## config.mk

```make
export PLATFORM = sky130hd
export DESIGN_NAME = ob_cn_mtr_arb
export DESIGN_NICKNAME = d
export VERILOG_FILES = /design/src/rtl/ob_pkg.sv /design/src/rtl/ob_cn_mtr_q.sv /design/src/rtl/ob_cn_mtr_arb.sv
export SDC_FILE = /design/constraint.sdc
export NUM_CORES = 1
export LEC_CHECK = 0
export CORE_UTILIZATION = 53
export DETAILED_ROUTE_END_ITERATION = 8
export PLACE_DENSITY = 0.79
export SLEW_MARGIN = 20
export SYNTH_ARGS = -nofsm -noshare
export SYNTH_HDL_FRONTEND = slang
export SYNTH_SLANG_ARGS = --single-unit
```

## constraint.sdc

```tcl
create_clock -name clk -period 2.66 [get_ports clk]
set_clock_uncertainty 0.2 [all_clocks]
set_input_delay 0.665 -clock clk [delete_from_list [all_inputs] [get_ports clk]]
set_output_delay 0.665 -clock clk [all_outputs]
set_load 0.03 [all_outputs]
```

## src/rtl/ob_pkg.sv

```systemverilog
// Shared types and defaults for the ob command path.
package ob_pkg;

    typedef struct packed {
        logic [3:0]  opc;
        logic [11:0] key;
    } cmd_t;

    typedef enum logic [1:0] {
        GRANT_NONE,
        GRANT_IN,
        GRANT_MTR
    } grant_t;

    localparam int OB_CN_MTR_Q_N  = 4;
    localparam int OB_CN_STARVE_N = 8;

endpackage

```

## src/rtl/ob_cn_mtr_q.sv

```systemverilog
// Small synchronous FIFO holding matured commands until the arbiter pops them.
// Count and flags are registered so the arbiter sees clean state-only inputs.
module ob_cn_mtr_q
    import ob_pkg::*;
#(
    parameter int N = OB_CN_MTR_Q_N
) (
    input  logic                       clk,
    input  logic                       rst,
    input  logic                       push,
    input  cmd_t                       din,
    input  logic                       pop,
    output cmd_t                       head,
    output logic [$clog2(N+1)-1:0]     cnt_r,
    output logic                       full_r,
    output logic                       empty_r
);

    localparam int PW = $clog2(N);
    localparam int CW = $clog2(N+1);

    cmd_t             mem [N];
    logic [PW-1:0]    wr_ptr_r;
    logic [PW-1:0]    rd_ptr_r;
    logic [CW-1:0]    cnt_nxt;
    logic             push_ok;
    logic             pop_ok;

    // Guard against overflow/underflow even if a caller misbehaves.
    assign push_ok = push & ~full_r;
    assign pop_ok  = pop & ~empty_r;
    assign head    = mem[rd_ptr_r];

    // Next occupancy: a simultaneous push and pop leaves it unchanged.
    always_comb begin
        cnt_nxt = cnt_r;
        if (push_ok && !pop_ok) begin
            cnt_nxt = cnt_r + 1'b1;
        end else if (!push_ok && pop_ok) begin
            cnt_nxt = cnt_r - 1'b1;
        end
    end

    // Storage write; contents need no reset because empty_r gates every read.
    always_ff @(posedge clk) begin
        if (push_ok) begin
            mem[wr_ptr_r] <= din;
        end
    end

    // Pointers wrap naturally since N is a power of two.
    always_ff @(posedge clk or negedge rst) begin
        if (!rst) begin
            wr_ptr_r <= '0;
            rd_ptr_r <= '0;
            cnt_r    <= '0;
            full_r   <= 1'b0;
            empty_r  <= 1'b1;
        end else begin
            if (push_ok) wr_ptr_r <= wr_ptr_r + 1'b1;
            if (pop_ok)  rd_ptr_r <= rd_ptr_r + 1'b1;
            cnt_r   <= cnt_nxt;
            full_r  <= (cnt_nxt == CW'(N));
            empty_r <= (cnt_nxt == '0);
        end
    end

    a_no_pop_empty: assert property (@(posedge clk) disable iff (!rst) !(pop && empty_r));
    a_no_push_full: assert property (@(posedge clk) disable iff (!rst) !(push && full_r));

endmodule

```

## src/rtl/ob_cn_mtr_arb.sv

```systemverilog
// Merges queued matured commands with the ingress stream into one registered
// command stream. Matured commands win, but ingress is forced through after
// STARVE_N consecutive matured grants while it waits.
module ob_cn_mtr_arb
    import ob_pkg::*;
#(
    parameter int MTR_Q_N  = OB_CN_MTR_Q_N,
    parameter int STARVE_N = OB_CN_STARVE_N
) (
    input  logic                           clk,
    input  logic                           rst,
    input  logic                           in_vld_r,
    input  cmd_t                           in_cmd_r,
    output logic                           in_accept,
    input  logic                           mtr_vld_r,
    input  cmd_t                           mtr_r,
    output logic                           mtr_accept,
    output logic                           out_vld_r,
    output cmd_t                           out_cmd_r,
    input  logic                           out_accept,
    output logic [$clog2(MTR_Q_N+1)-1:0]   mtr_cnt_r,
    output logic                           full_r
);

    localparam int SW = $clog2(STARVE_N+1);

    logic             out_ready;
    logic             q_push;
    logic             q_pop;
    logic             q_empty;
    cmd_t             q_head;
    logic             starve_max;
    logic [SW-1:0]    starve_cnt_r;
    grant_t           grant;

    assign out_ready  = ~out_vld_r | out_accept;
    assign starve_max = (starve_cnt_r == SW'(STARVE_N));
    assign mtr_accept = ~full_r;
    assign q_push     = mtr_vld_r & mtr_accept;
    assign q_pop      = out_ready & (grant == GRANT_MTR);
    // Gated by reset so nothing is consumed from ingress while the block is held.
    assign in_accept  = rst & out_ready & (grant == GRANT_IN);

    ob_cn_mtr_q #(.N(MTR_Q_N)) u_mtr_q (
        .clk     (clk),
        .rst     (rst),
        .push    (q_push),
        .din     (mtr_r),
        .pop     (q_pop),
        .head    (q_head),
        .cnt_r   (mtr_cnt_r),
        .full_r  (full_r),
        .empty_r (q_empty)
    );

    // Priority pick: matured first unless queue empty or ingress has starved.
    always_comb begin
        grant = GRANT_NONE;
        if (in_vld_r && (q_empty || starve_max)) begin
            grant = GRANT_IN;
        end else if (!q_empty) begin
            grant = GRANT_MTR;
        end
    end

    // Output register: load the granted command whenever the slot can advance.
    always_ff @(posedge clk or negedge rst) begin
        if (!rst) begin
            out_vld_r <= 1'b0;
            out_cmd_r <= '0;
        end else if (out_ready) begin
            case (grant)
                GRANT_IN: begin
                    out_cmd_r <= in_cmd_r;
                    out_vld_r <= 1'b1;
                end
                GRANT_MTR: begin
                    out_cmd_r <= q_head;
                    out_vld_r <= 1'b1;
                end
                default: begin
                    out_vld_r <= 1'b0;
                end
            endcase
        end
    end

    // Count matured grants taken while ingress waits; clear when ingress goes idle or wins.
    always_ff @(posedge clk or negedge rst) begin
        if (!rst) begin
            starve_cnt_r <= '0;
        end else if (!in_vld_r) begin
            starve_cnt_r <= '0;
        end else if (out_ready && grant == GRANT_IN) begin
            starve_cnt_r <= '0;
        end else if (out_ready && grant == GRANT_MTR && !starve_max) begin
            starve_cnt_r <= starve_cnt_r + 1'b1;
        end
    end

    a_out_stable: assert property (@(posedge clk) disable iff (!rst)
        (out_vld_r && !out_accept) |=> $stable(out_cmd_r));

endmodule

```

Yosys cells after proc, flatten, opt, wreduce, memory -nomap -nowiden
Memory sizes are Yosys's and may differ from the RTL's.
Cells that the tools add are included.
{"block": "word_totals", "mem_count": 1, "elab_cells": 55, "mem_bits_rw": 64, "in_bits": 37, "ff_bits": 30}
{"block": "op_classes", "eq_ne": 5, "bitwise_logic": 10, "muxes": 11, "n_reduce_logical": 14, "n_addsub": 5}
{"name": "u_mtr_q.mem", "words": 4, "width": 16, "rd": 1, "rd_clocked_by_memory_dff": 0, "write_ports": 1, "line": "ob_cn_mtr_q.sv:22", "text": "cmd_t mem [N];"}
{"op": "$pmux 16 s2", "n": 1}
{"op": "$mux 4", "n": 3}
{"op": "$and 1x1->1", "n": 6}
{"op": "$logic_and 1x1->1", "n": 6}
{"op": "$mux 3", "n": 2}
{"op": "$add 2x1->2 const B", "n": 2}
{"op": "$add 4x1->4 const B", "n": 1}
{"op": "$eq 4x4->1 const B", "n": 1}
{"op": "$mux 2", "n": 2}
{"op": "$add 3x1->3 const B", "n": 1}
{"op": "$eq 3x3->1 const B", "n": 1}
{"op": "$logic_not 1->1", "n": 3}
{"op": "$logic_not 3->1", "n": 1}
{"op": "$mux 1", "n": 3}
{"op": "$ne 3x1->1 const B", "n": 1}
{"op": "$not 1->1", "n": 3}
{"op": "$sub 3x1->3 const B", "n": 1}
{"op": "$eq 2x1->1 const B", "n": 1}
{"op": "$eq 2x2->1 const B", "n": 1}
{"op": "$reduce_and 2->1", "n": 1}
{"op": "$reduce_bool 2->1", "n": 1}
{"op": "$reduce_or 2->1", "n": 1}
{"op": "$logic_or 1x1->1", "n": 1}
{"op": "$or 1x1->1", "n": 1}

Logic depth before layout (Yosys ltp)
{"block": "depth", "depth_word": 11, "mapped_depth": 8, "ltp_nobuf": 8}

Hierarchy
A second synthesis with hierarchy kept.
{"block": "unflattened", "cells_unflattened": 272, "hier_area_um2": 4105.2}
{"module": "ob_cn_mtr_q", "seq_area_each_um2": 2148.3, "area_per_inst_um2": 2882.8, "cells_each": 139, "n_inst": 1}
{"module": "ob_cn_mtr_arb", "seq_area_each_um2": 525.5, "area_per_inst_um2": 1222.4, "cells_each": 133, "n_inst": 1}

Least setup slack after synthesis
OpenSTA, ideal clock, no wires.
{"block": "synth_path", "kind": "flip-flop to output port", "from": "reg u_mtr_q.empty_r", "to": "out in_accept", "path_stages_with_launch": 4, "setup_slack_ns": 0.434, "t_required_ns": 1.795, "arrival_time_ns": 1.361, "cell_sequence": "dfstp_2 -> clkbuf_1 -> a31oi_1 -> nor2_1"}
{"block": "synth_between", "elab_chain_len": 5, "elab_cells_between_ends": 6}
{"item": "start, declared", "line": "ob_cn_mtr_q.sv:16", "text": "output logic empty_r"}
{"item": "start signal, assigned", "line": "ob_cn_mtr_q.sv:64", "text": "empty_r <= (cnt_nxt == '0);"}
{"item": "$logic_or 1x1->1", "line": "ob_cn_mtr_arb.sv:59", "text": "if (in_vld_r && (q_empty || starve_max)) begin"}
{"item": "$logic_and 1x1->1", "line": "ob_cn_mtr_arb.sv:59"}
{"item": "$mux 2 *", "line": "ob_cn_mtr_arb.sv:59"}
{"item": "$eq 2x1->1 *", "line": "ob_cn_mtr_arb.sv:42", "text": "assign in_accept = rst & out_ready & (grant == GRANT_IN);"}
{"item": "$and 1x1->1 *", "line": "ob_cn_mtr_arb.sv:42"}
{"item": "end, declared", "line": "ob_cn_mtr_arb.sv:14", "text": "output logic in_accept,"}
Mark *: on every way between the ends. The rest lies on a longest branch, timed or not.

Final worst setup path
{"block": "layout_path", "from": "reg starve_cnt_r[1]", "to": "out in_accept"}
{"block": "layout_between", "elab_chain_len": 6}
{"item": "start, declared", "line": "ob_cn_mtr_arb.sv:33", "text": "logic [SW-1:0] starve_cnt_r;"}
{"item": "start signal, assigned", "line": "ob_cn_mtr_arb.sv:97", "text": "starve_cnt_r <= starve_cnt_r + 1'b1;"}
{"item": "$eq 4x4->1", "line": "ob_cn_mtr_arb.sv:37", "text": "assign starve_max = (starve_cnt_r == SW'(STARVE_N));"}
{"item": "$logic_or 1x1->1", "line": "ob_cn_mtr_arb.sv:59"}
{"item": "$logic_and 1x1->1", "line": "ob_cn_mtr_arb.sv:59"}
{"item": "$mux 2", "line": "ob_cn_mtr_arb.sv:59"}
{"item": "$eq 2x1->1", "line": "ob_cn_mtr_arb.sv:42"}
{"item": "$and 1x1->1", "line": "ob_cn_mtr_arb.sv:42"}
Every way passes these cells.

==> run_summary.xml <==
<?xml version="1.0" encoding="UTF-8"?>
<metrics>
  <group name="layout">
    <metric name="n_fill_cell" unit="">459</metric>
    <metric name="final_core_utilization" unit="">0.705</metric>
    <metric name="final_design_area_no_fill" unit="mm^2">0.00489</metric>
    <metric name="num-nets-final" unit="">374</metric>
    <metric name="diodes" unit="">0</metric>
    <metric name="p_r_area_growth_vs_syn" unit="%">26.1</metric>
    <metric name="final_layout_size_suffix_gt1_frac" unit="">0.168</metric>
  </group>
  <group name="worst_setup_path">
    <metric name="worstSetupEndpointType" unit="">output port</metric>
    <metric name="r2r_setup_slack" unit="ps">290</metric>
    <metric name="crit_type" unit="">flop to output port</metric>
    <metric name="kind_of_start_point_of_the_critical_path" unit="">flop</metric>
    <metric name="crit_fanout" unit="">5</metric>
    <metric name="ff2ff_path_depth" unit="">6</metric>
    <metric name="arrival" unit="ps">1610</metric>
    <metric name="critPathSlowestCell" unit="">dfrtp_1</metric>
    <metric name="crit_chain" unit="">inv_1 &gt; ha_1 &gt; a31oi_4 &gt; nor2_1 &gt; buf_4</metric>
    <metric name="max_stage_delay" unit="ps">420</metric>
    <metric name="timing.critical_path.required" unit="ps">1790</metric>
  </group>
  <group name="floorplanning">
    <metric name="die_h" unit="um">87.5</metric>
    <metric name="rows" unit="">30</metric>
    <metric name="design.core.area" unit="mm^2">0.00694</metric>
    <metric name="dieArea" unit="mm^2">0.00766</metric>
    <metric name="starting_density" unit="">0.559</metric>
    <metric name="num_io_pins" unit="">60</metric>
    <metric name="fp.dieW" unit="um">87.5</metric>
  </group>
  <group name="placement">
    <metric name="cell_area_placed" unit="mm^2">0.00468</metric>
    <metric name="sum_of_net_half_perimeters_after_detailed_placement" unit="mm">4.98</metric>
    <metric name="buffer_ports.inserted" unit="">59</metric>
    <metric name="place.gp.congestion" unit="">0.789</metric>
  </group>
  <group name="clock_tree">
    <metric name="htree_levels" unit="">3</metric>
    <metric name="worst_setup_hold_path_clk_slew" unit="ps">90</metric>
    <metric name="clock_root_buffer" unit="">clkbuf_8</metric>
    <metric name="cts.repair.resized" unit="">0</metric>
    <metric name="clock_sinks" unit="">94</metric>
    <metric name="post_cts_buffers" unit="">0</metric>
    <metric name="cts_tree" unit="">built</metric>
    <metric name="largest_buffer_count_on_any_clock_path" unit="">2</metric>
    <metric name="worstSkewPairLatency" unit="ps">360</metric>
    <metric name="number_of_buffers_created_by_cts" unit="">9</metric>
    <metric name="hold_buffers" unit="">0</metric>
  </group>
  <group name="synthesis">
    <metric name="synth.yosys.seq_area_share" unit="">0.689</metric>
    <metric name="synth_largest_type_area_fraction" unit="">0.495</metric>
    <metric name="post-synth-top-count-cell" unit="">edfxtp_1</metric>
    <metric name="yosys-top-cells-area" unit="">edfxtp_1 50%, dfrtp_1 19%, mux4_2 9.3%</metric>
    <metric name="synthTopCellsByCount" unit="">64 x edfxtp_1, 39 x nand2_1, 29 x dfrtp_1</metric>
    <metric name="count_of_distinct_cell_types_in_the_synthesized_netlist" unit="">35</metric>
    <metric name="post-synth-top-area-cell" unit="">edfxtp_1</metric>
    <metric name="postSynthCellCount" unit="">259</metric>
    <metric name="avgSynthCellArea" unit="um^2">15.0</metric>
    <metric name="synth_enable_flop_cells" unit="">64</metric>
    <metric name="synth.cell_area" unit="mm^2">0.00388</metric>
    <metric name="synth-warning-count" unit="">0</metric>
    <metric name="synth_fp_nets" unit="">304</metric>
    <metric name="postSynthRegisterBits" unit="">94</metric>
    <metric name="async_reset_ff_frac" unit="">0.319</metric>
    <metric name="ys.flop_type" unit="">edfxtp_1</metric>
  </group>
  <group name="job">
    <metric name="timing.max_cap.violations" unit="">0</metric>
  </group>
  <group name="timing">
    <metric name="final_min_period_over_clock_period" unit="">0.931</metric>
    <metric name="achievable-frequency" unit="GHz">0.404</metric>
    <metric name="timing_worst_slew_pin_value" unit="ps">963</metric>
    <metric name="period_minus_slack" unit="ps">2480</metric>
    <metric name="rsz0062_at_grt" unit="">false</metric>
    <metric name="finalHoldViolations" unit="">0</metric>
    <metric name="slew_violations" unit="">0</metric>
    <metric name="max_slew_margin" unit="">0.355</metric>
    <metric name="setup_violations" unit="">0</metric>
  </group>
  <group name="detailed_routing">
    <metric name="first_iter_violations" unit="">120</metric>
    <metric name="via_count" unit="">2265</metric>
    <metric name="post-route-drc-count" unit="">0</metric>
    <metric name="finalWirelength" unit="mm">7.28</metric>
    <metric name="drt-wirelength-per-cell" unit="um">16.9</metric>
    <metric name="drt_pass1_iterations" unit="">4</metric>
    <metric name="avgViaCountPerCell" unit="">5.27</metric>
    <metric name="antenna_left" unit="">0</metric>
  </group>
  <group name="grt">
    <metric name="grt_util_all_layers" unit="">0.213</metric>
    <metric name="first_global_vias" unit="">2302</metric>
    <metric name="grt.overflow.total" unit="">0</metric>
    <metric name="grt_pass1_wl" unit="mm">11.5</metric>
    <metric name="antenna_found_initial" unit="">0</metric>
    <metric name="grt_max_degree" unit="">33</metric>
  </group>
  <group name="power_and_ir_drop">
    <metric name="vdd.ir_drop.worst" unit="V">0.000378</metric>
    <metric name="leakage" unit="nW">1.78</metric>
    <metric name="power_per_cell_area" unit="mW/mm^2">1030</metric>
  </group>
  <group name="hold_path">
    <metric name="min_path_cells" unit="">2</metric>
    <metric name="min_path_type" unit="">flop to flop</metric>
  </group>
  <group name="run_status">
    <metric name="run_status" unit="">finished clean</metric>
  </group>
</metrics>
## stage by stage
stage,setup WS [ps],std cells,total power [W],TNS (ps),hold WS (ps)
6_report,185,430,0.00505,0,355
5_1_grt,75.5,430,0.00533,0,381
4_1_cts,24.9,430,0.00509,0,358
2_1_floorplan,434,259,0.00344,0,169
3_3_place_gp,-9.31,414,0.00412,-16.9,333
3_5_place_dp,-95.2,414,0.00419,-706,345
## power breakdown
part | leakage (nW) | switching [W] | internal, W
sequential | 0.937 | 0.000204 | 0.00196
clock | 0.0952 | 0.000494 | 0.000405
combinational | 0.748 | 0.00106 | 0.000927
## state kept, by name (all words and copies together), names as in the netlist, 2 cells and up
register	flops
u_mtr_q.rd_ptr_r	2
out_cmd_r	16
u_mtr_q.cnt_r	3
starve_cnt_r	4
u_mtr_q.mem	64
u_mtr_q.wr_ptr_r	2
## layout make-up
cell class,instances,area (um^2),area share
Sequential cell,94,2670,0.547
Multi-Input combinational cell,142,1130,0.231
Timing Repair Buffer,72,736,0.150
Clock buffer,11,153,0.0312
Tap cell,96,120,0.0246
Clock inverter,5,42.5,0.00870
Inverter,10,37.5,0.00767
## per-layer routing
metal  up-vias  GRT usage  wire length (um)
met1      1103      0.280              3270
met4         0     0.0790               110
met2        59      0.347              3580
met3        11     0.0547               313
met5         -          0                 0
li1       1092          -                 -
## cell usage in the layout (no fill, tap or decap), types with 2 or more instances in the layout
cell type / synthesis / final
edfxtp_1: 64 / 64
clkdlybuf4s50_1: 0 / 58
nand2_1: 39 / 39
dfrtp_1: 29 / 29
nor2_1: 25 / 24
a31oi_1: 18 / 17
mux4_2: 16 / 16
buf_4: 1 / 10
inv_1: 9 / 9
clkbuf_8: 0 / 9
ha_1: 8 / 8
and2_1: 5 / 5
buf_12: 0 / 4
xnor2_1: 3 / 3
nand3_1: 3 / 3
o21ai_0: 3 / 3
a21boi_0: 3 / 3
clkinv_4: 0 / 3
nor2b_1: 2 / 2
nand2b_1: 2 / 2
nor4_1: 2 / 2
## worst paths after layout
kind / start / endpoint
setup / recovery: starve_cnt_r[1] / in_accept
setup reg to reg: starve_cnt_r[1] / out_cmd_r[2]
hold reg to reg: out_cmd_r[15] / out_cmd_r[15]
min in group asynchronous: rst / u_mtr_q.cnt_r[1]
max in group asynchronous: rst / u_mtr_q.empty_r
hold / removal: out_cmd_r[15] / out_cmd_r[15]
## worst max-delay path, delay by kind of cell, from the launching register on
kind,cells,cell delay (ps)
AOI/OAI and AO/OA,1,270
adders and majority gates,1,240
buffers and inverters,2,250
DFF,1,420
and+or+nand+nor,1,80
## cells by family after synthesis
logic type	synth area share
flip-flops	0.689
AND/OR/NAND/NOR	0.0987
AO/OA/AOI/OAI	0.0490
buffers and inverters	0.0252
multiplexers	0.0958
adder cells (fa/ha/maj)	0.0258
XOR/XNOR	0.0161
Note: power is estimated with default switching activity, not from simulation.
